`config.mk`:
```
export PLATFORM = sky130hd
export DESIGN_NAME = div_freq_en_multi
export DESIGN_NICKNAME = d
export VERILOG_FILES = /design/src/rtl/div_freq_en_multi.sv
export SDC_FILE = /design/constraint.sdc
export NUM_CORES = 1
export LEC_CHECK = 0
export CAP_MARGIN = 20
export CORE_UTILIZATION = 68
export CTS_BUF_LIST = sky130_fd_sc_hd__clkbuf_8
export DETAILED_ROUTE_END_ITERATION = 10
export PLACE_DENSITY = 0.88
export SYNTH_ARGS = -nofsm -noshare
export SYNTH_HDL_FRONTEND = slang
export SYNTH_SLANG_ARGS = --single-unit
```
`constraint.sdc`:
```
create_clock -name CLK_IN -period 9.2 [get_ports CLK_IN]
set_clock_uncertainty 0.05 [all_clocks]
set_input_delay 0.92 -clock CLK_IN [delete_from_list [all_inputs] [get_ports CLK_IN]]
set_output_delay 0.92 -clock CLK_IN [all_outputs]
set_load 0.01 [all_outputs]
```
`src/rtl/div_freq_en_multi.sv`:
```
`timescale 1ns/1ps
// Multi-channel clock-enable generator: per-channel programmable divider, continuous or one-shot.
// Optional global counter restart is compiled in when DIV_FREQ_EN_ALIGN_EN is defined.
module div_freq_en_multi #(
  parameter int CHANNELS    = 4,
  parameter int CNT_W       = 16,
  parameter int DIV_DEFAULT = 1000,
  parameter int INIT        = 0,
  localparam int CH_W       = (CHANNELS > 1) ? $clog2(CHANNELS) : 1
) (
  input  logic                CLK_IN,
  input  logic                RST_N,
  input  logic                WR,
  input  logic [CH_W-1:0]     WR_CH,
  input  logic [CNT_W-1:0]    WR_DIV,
  input  logic                WR_MODE,
  input  logic [CHANNELS-1:0] RUN,
  input  logic [CHANNELS-1:0] TRIG,
  input  logic                ALIGN,
  output logic [CHANNELS-1:0] ENABLE,
  output logic [CHANNELS-1:0] BUSY,
  output logic                WR_ERR
);

  if (CHANNELS < 1 || CHANNELS > 16) begin : g_bad_channels
    $error("div_freq_en_multi: CHANNELS must be in 1..16");
  end
  if (DIV_DEFAULT < 1 || (CNT_W < 31 && DIV_DEFAULT >= (1 << CNT_W))) begin : g_bad_div
    $error("div_freq_en_multi: DIV_DEFAULT must be in 1..2^CNT_W-1");
  end
  if (INIT < 0 || INIT >= DIV_DEFAULT) begin : g_bad_init
    $error("div_freq_en_multi: INIT must be below DIV_DEFAULT");
  end

  typedef enum logic {
    ST_IDLE  = 1'b0,
    ST_COUNT = 1'b1
  } state_t;

  // One extra bit so CHANNELS itself is representable when it is a power of two.
  localparam logic [CH_W:0] CH_LIMIT = (CH_W + 1)'(CHANNELS);

  logic wr_in_range;
  logic wr_valid;
  logic align_req;
  logic wr_err_reg;

  assign wr_in_range = ({1'b0, WR_CH} < CH_LIMIT);
  assign wr_valid    = WR && wr_in_range;

`ifdef DIV_FREQ_EN_ALIGN_EN
  assign align_req = ALIGN;
`else
  logic unused_align;
  assign unused_align = ALIGN;
  assign align_req    = 1'b0;
`endif

  always_ff @(posedge CLK_IN or negedge RST_N) begin
    if (!RST_N) begin
      wr_err_reg <= 1'b0;
    end else if (WR && !wr_in_range) begin
      wr_err_reg <= 1'b1;
    end
  end

  assign WR_ERR = wr_err_reg;

  for (genvar gi = 0; gi < CHANNELS; gi++) begin : g_ch
    logic [CNT_W-1:0] div_reg, div_next;
    logic [CNT_W-1:0] cnt_reg, cnt_next;
    logic             mode_reg, mode_next;
    logic             enable_reg, enable_next;
    state_t           state_reg, state_next;
    logic             wr_hit;
    logic             parked;
    logic             terminal;

    assign wr_hit   = wr_valid && (WR_CH == CH_W'(gi));
    assign parked   = (div_reg == '0);
    assign terminal = (cnt_reg == div_reg - CNT_W'(1));

    always_ff @(posedge CLK_IN or negedge RST_N) begin
      if (!RST_N) begin
        state_reg  <= ST_IDLE;
        div_reg    <= CNT_W'(DIV_DEFAULT);
        cnt_reg    <= CNT_W'(INIT);
        mode_reg   <= 1'b0;
        enable_reg <= 1'b0;
      end else begin
        state_reg  <= state_next;
        div_reg    <= div_next;
        cnt_reg    <= cnt_next;
        mode_reg   <= mode_next;
        enable_reg <= enable_next;
      end
    end

    // One-shot sequencing; writes, restarts and parked or continuous channels sit in IDLE.
    always_comb begin
      state_next = state_reg;
      if (wr_hit || align_req || parked || !mode_reg) begin
        state_next = ST_IDLE;
      end else begin
        case (state_reg)
          ST_IDLE:  if (TRIG[gi]) state_next = ST_COUNT;
          ST_COUNT: if (terminal) state_next = ST_IDLE;
          default:  state_next = ST_IDLE;
        endcase
      end
    end

    always_comb begin
      div_next    = div_reg;
      mode_next   = mode_reg;
      cnt_next    = cnt_reg;
      enable_next = 1'b0;
      if (wr_hit) begin
        div_next  = WR_DIV;
        mode_next = WR_MODE;
        cnt_next  = '0;
      end else if (align_req || parked) begin
        cnt_next = '0;
      end else if (!mode_reg) begin
        if (RUN[gi]) begin
          if (terminal) begin
            cnt_next    = '0;
            enable_next = 1'b1;
          end else begin
            cnt_next = cnt_reg + CNT_W'(1);
          end
        end
      end else begin
        case (state_reg)
          ST_COUNT: begin
            if (terminal) begin
              cnt_next    = '0;
              enable_next = 1'b1;
            end else begin
              cnt_next = cnt_reg + CNT_W'(1);
            end
          end
          default: cnt_next = '0;
        endcase
      end
    end

    assign ENABLE[gi] = enable_reg;
    assign BUSY[gi]   = (state_reg == ST_COUNT);
  end

endmodule

```
==> metrics, run 1 <==
internal cell power=1.162 mW; combinational share of power=24.3%; post-cts sizing count=0; worst setup margin=5.381 ns; relative slew slack=36.09%; RSZ-0062 raised after global routing=no; Reg-to-Reg Start=g_ch[0].div_reg[2]; CP Launch Type=input pin; H-tree depth=4; worst setup path startpoint=WR_CH[0]; sequential area share after synthesis=39.64%; Die Area=0.01357 mm²; switching power=573.7 µW; GRT Total Usage=31.13%; # diodes=0; # rows=41; initial antenna violation count=0; Leakage Power=4.122 nW; DP Area=0.009266 mm²; largest net degree at the start of global routing=80; FFs w/ async S/R, synth=100.0%; Vias=7323; endpoints failing hold=0; fin util=75.89%; Tmin final=3.819 ns; dominant synthesized flop cell=dfrtp_1; clk slew on worst S/H paths=0.08 ns; worst hold path class=in -> async; clock network power share=28.3%; Setup Buffers After CTS=0; via/cell ratio=6.329; Pwr per Cell Area=179.7 mW/mm²; CTS buffer count=17; final cell count without fillers=1157; DRC violations left=0; remaining global-route overflow=0; area delta synth->final=8.295%; core area=0.01272 mm²; Fin Hold WS=0.3717 ns; Syn Nets=1006; DRT iter0 DRCs=671; library cells used by synthesis=78; Mean Syn Cell Area=9.219 µm²; sequential share of power=47.4%; Slew Viols, Final=0; main combinational cell family by area after synthesis=simple AND/OR/NAND/NOR gates; dpl ws=4.980 ns; YS warnings=0; TritonCTS Sinks=140; Clock Tree Buf Depth=2; Die H=116.5 µm; Cells after Synth=967; io pins=40; sw frac=33.06%; Initial Util=70.07%; critical path class=in -> reg; Setup crit end kind=register; Crit Path Max Fanout=22; Pre-antenna DRT Iters=7; FF+latch count, synth=140; Hold-fix buffers, CTS=0; Post-DRT Antenna Nets=0; Synth Area in Adders=1.123%; share of cells above drive strength 1=13.50%; crit path DAT=4.15 ns; Compound-Gate Fraction of Synth Area=12.91%; Root Driver=clkbuf_8; status=finished clean; endpoints failing setup=0; final worst-path cycle share=41.51%; Post-synth EDFFs=0; max cap viols=0; final setup TNS=0 ns; CTS tree=yes; GP Congestion=0.8684; commonest non-fill, non-tap cell in the layout=dfrtp_1; Chip Width=116.5 µm; Final Instance Area=0.009654 mm²; simple-gate share of the synthesized area=26.11%; multiplexer share of the synthesized area=8.281%; IO buf count=37; post-DP HPWL=13.70 mm; xor and xnor area share after synthesis=7.523%; Worst Tran Pin Value=0.9587 ns; fin nets=1011; Clock Latency Late Sink=0.47 ns; Req. time, crit path=9.53 ns; Peak VDD IR=0.1071 mV; first-pass GRT wire length=32.62 mm; Fmax=0.2619 GHz; dpl cells=1124; post-DR wirelength/cell=17.15 µm; Post-Syn Area=0.008915 mm²; DRT Wirelength=19.84 mm; total power=1.735 mW; most frequent cells in the layout=dfrtp_1, nand2_1, nor2_1; vias in the first global route=6810
[final cells by class]
type                       instances  area (µm²)
multi-input combinational        740        4996
sequential                       140        3533
fill                             927        3068
timing repair buffer              43       414.1
clock buffer                      20       275.3
tap                              172       215.2
inverter                          30       112.6
clock inverter                    12       107.6
[cells by family (layout without fill, tap and decap cells)]
family          Yosys count  in the layout
compound gates          165            165
mux                      67             67
xor+xnor                 75             75
fa+ha+maj                 8              8
buf+inv                  87            105
other cells               1              1
flops                   140            140
simple gates            424            424
[layer usage]
| metal | wire [µm] | part of all wire [%] | up-vias | global-route usage (%) |
|---|---|---|---|---|
| met5 | 0 | 0 | - | 0 |
| met4 | 626 | 3.2 | 0 | 13.50 |
| met3 | 755 | 3.8 | 52 | 5.449 |
| met2 | 9453 | 48 | 188 | 50.30 |
| met1 | 9004 | 45 | 3548 | 41.38 |
| li1 | - | - | 3535 | - |
[power by group through the flow]
stage	registers [mW]	clock network, mW	logic (mW)
floorplan	0.780	0	0.353
global placement	0.823	0	0.400
detailed placement	0.830	0	0.417
CTS	0.820	0.495	0.421
global route	0.836	0.518	0.470
finish	0.823	0.491	0.421
[worst paths after layout]
kind | end | slack [ns] | cells after the start
max | g_ch[2].cnt_reg[9] | 5.38 | 8
min | g_ch[1].cnt_reg[3] | 0.37 | 1
max reg2reg | g_ch[0].cnt_reg[11] | 5.52 | 8
min reg2reg | g_ch[2].div_reg[9] | 0.48 | 2
max in group asynchronous | g_ch[3].state_reg | 7.36 | 2
min in group CLK_IN | g_ch[2].div_reg[9] | 0.48 | 2
[Yosys cell counts, types with 13 or more instances]
cell      instances  area share, %
a21o_1           21            1.8
a21oi_1          29            1.6
and3_1           27            1.9
clkbuf_1         31            1.3
dfrtp_1         116             33
dfstp_2          24            7.1
inv_1            30            1.3
mux2_2           50            6.3
mux2i_1          16            1.8
nand2_1          87            3.7
nand2b_1         18            1.3
nand3_1          57            3.2
nand4_1          13           0.91
nor2_1           61            2.6
nor3_1           30            1.7
nor3b_1          23            1.9
nor4_1           22            1.5
o21ai_0          24            1.3
o21ai_1          13           0.73
or3_1            15            1.1
xnor2_1          37            3.6
xor2_1           37            3.6
[worst max-delay path, cell delays in order]
cell and delay, ns:
clkdlybuf4s50_1 0.59, nand3b_1 0.48, inv_1 0.46, a31o_2 0.37, or2_2 0.32, a31oi_2 0.67, a21oi_1 0.15, o21ai_0 0.18
Note: power is estimated with default switching activity, not from simulation.
==> inputs of run 2 (changes only) <==
--- a/config.mk
+++ b/config.mk
@@ -6,10 +6,10 @@
 export NUM_CORES = 1
 export LEC_CHECK = 0
 export CAP_MARGIN = 20
-export CORE_UTILIZATION = 68
+export CORE_UTILIZATION = 63
 export CTS_BUF_LIST = sky130_fd_sc_hd__clkbuf_8
 export DETAILED_ROUTE_END_ITERATION = 10
-export PLACE_DENSITY = 0.88
+export PLACE_DENSITY = 0.83
 export SYNTH_ARGS = -nofsm -noshare
 export SYNTH_HDL_FRONTEND = slang
 export SYNTH_SLANG_ARGS = --single-unit
==> constraint.sdc (replaced) <==
create_clock -name CLK_IN -period 3.6 [get_ports CLK_IN]
set_clock_uncertainty 0.05 [all_clocks]
set_input_delay 0.36 -clock CLK_IN [delete_from_list [all_inputs] [get_ports CLK_IN]]
set_output_delay 0.36 -clock CLK_IN [all_outputs]
set_load 0.01 [all_outputs]
==> metrics, run 2 (synthesis results as in run 1) <==
Post-DRT Antenna Nets=0; CP bufs+invs=1; io pins=40; register area=0.003533 mm²; Vias=7370; Fmax=0.2973 GHz; endpoints failing hold=0; worst hold path class=in -> reg; GP Congestion=0.9224; worst setup path startpoint=g_ch[0].div_reg[2]; remaining global-route overflow=0; Setup Buffers After CTS=0; # diodes=0; worst setup margin=0.2359 ns; Initial Util=64.47%; Peak VDD IR=0.2771 mV; core area=0.01383 mm²; r2r endpoint=g_ch[0].cnt_reg[5]; DRT iter0 DRCs=633; Clock Tree Buf Depth=2; CTS buffer count=17; share of cells above drive strength 1=15.28%; endpoints failing setup=0; vias in the first global route=6750; Crit Path Max Fanout=8; Pwr per Cell Area=450.8 mW/mm²; Pre-antenna DRT Iters=6; Die Area=0.01463 mm²; Die H=121.0 µm; GRT Total Usage=28.43%; largest net degree at the start of global routing=89; H-tree depth=4; critical path class=reg -> reg; Root Driver=clkbuf_8; Crit path max-delay family=simple AND/OR/NAND/NOR gates; TritonCTS Sinks=140; relative slew slack=44.18%; max cap viols=0; Reg-to-Reg Start=g_ch[0].div_reg[2]; Setup crit end kind=register; CP Launch Type=register; dpl cells=1148; IO buf count=37; CP max-delay cell=or4_1; Final Instance Area=0.009793 mm²; DRC violations left=0; status=finished clean; CP Depth=9; commonest non-fill, non-tap cell in the layout=dfrtp_1; CTS tree=yes; area delta synth->final=9.853%; post-DR wirelength/cell=16.86 µm; clk slew on worst S/H paths=0.08 ns; RSZ-0062 raised after global routing=no; FF-to-FF path depth=9; worst reg-to-reg setup slack=0.24 ns; final cell count without fillers=1181; Chip Width=121.0 µm; dpl ws=0.2869 ns; final setup TNS=0 ns; CP cell instances=or4_1, nor4_2, xor2_1, o221a_2, o21ai_0, and3_1, buf_4, nor4_1, a221o_1; CP peak stage delay=0.63 ns; fill count=1038; initial antenna violation count=0; # rows=43; Leakage Power=4.157 nW; fin nets=1027; via/cell ratio=6.240; Req. time, crit path=3.89 ns; first-pass GRT wire length=32.52 mm; Clock Latency Late Sink=0.45 ns; Worst Setup EP=g_ch[0].cnt_reg[5]; Worst Tran Pin Value=0.8310 ns; DRT Wirelength=19.91 mm; Slew Viols, Final=0; final worst-path cycle share=93.45%; Tmin final=3.364 ns; crit path DAT=3.66 ns; area occupied by multi-input gates=0.005005 mm²; DP Area=0.009397 mm²; most frequent cells in the layout=dfrtp_1, nand2_1, nor2_1; post-DP HPWL=14.10 mm
run 2: what timing repair did:
action | in CTS | in global routing
hold endpoints to repair | 66 | 0
setup endpoints to repair | 0 | 1
hold buffers | 1 | 0
resized for setup | 0 | 1
run 2: area by class of cell:
class	count	share of cell area, %
timing repair buffer	59	5.507
clock inverter	13	1.188
sequential	140	36.08
multi-input combinational	740	51.11
inverter	30	1.150
clock buffer	19	2.670
tap	180	2.300
run 2: power breakdown:
| group | switching (mW) | internal (mW) |
|---|---|---|
| logic | 0.568 | 0.537 |
| clock network | 0.634 | 0.582 |
| registers | 0.297 | 1.80 |
run 2: tightest hold or removal path: cells and delay by family:
kind,cells,cell delay (ns)
simple gates,2,0.14
buf+inv,1,0.40
run 2: layer usage:
metal | GRT usage, % | part of all wire [%] | vias up
met4 | 11.50 | 2.5 | 0
met5 | 0 | 0 | -
met2 | 45.11 | 47 | 207
met3 | 5.498 | 5.2 | 33
li1 | - | - | 3548
met1 | 38.27 | 45 | 3582
run 2: how the worst min path moves through the flow:
stage | from | to | slack, ns | cells past startpoint
after detailed placement | RST_N | g_ch[1].cnt_reg[3] | 0.42 | 1
after global routing | TRIG[0] | g_ch[0].state_reg | 0.44 | 3
after global placement | RST_N | g_ch[1].cnt_reg[2] | 0.43 | 1
after CTS | TRIG[0] | g_ch[0].state_reg | 0.41 | 3
after floorplan | RST_N | g_ch[0].cnt_reg[0] | 0.01 | 0
final | TRIG[0] | g_ch[0].state_reg | 0.43 | 3
run 2: stage by stage:
stage | utilization (%) | hold slack, ns | power [mW]
floorplan | - | 0.01441 | 2.896
global placement | 67.96 | 0.4268 | 3.158
detailed placement | 67.96 | 0.4249 | 3.206
CTS | 70.76 | 0.4053 | 4.429
global route | 70.83 | 0.4433 | 4.658
finish | 70.83 | 0.4313 | 4.415
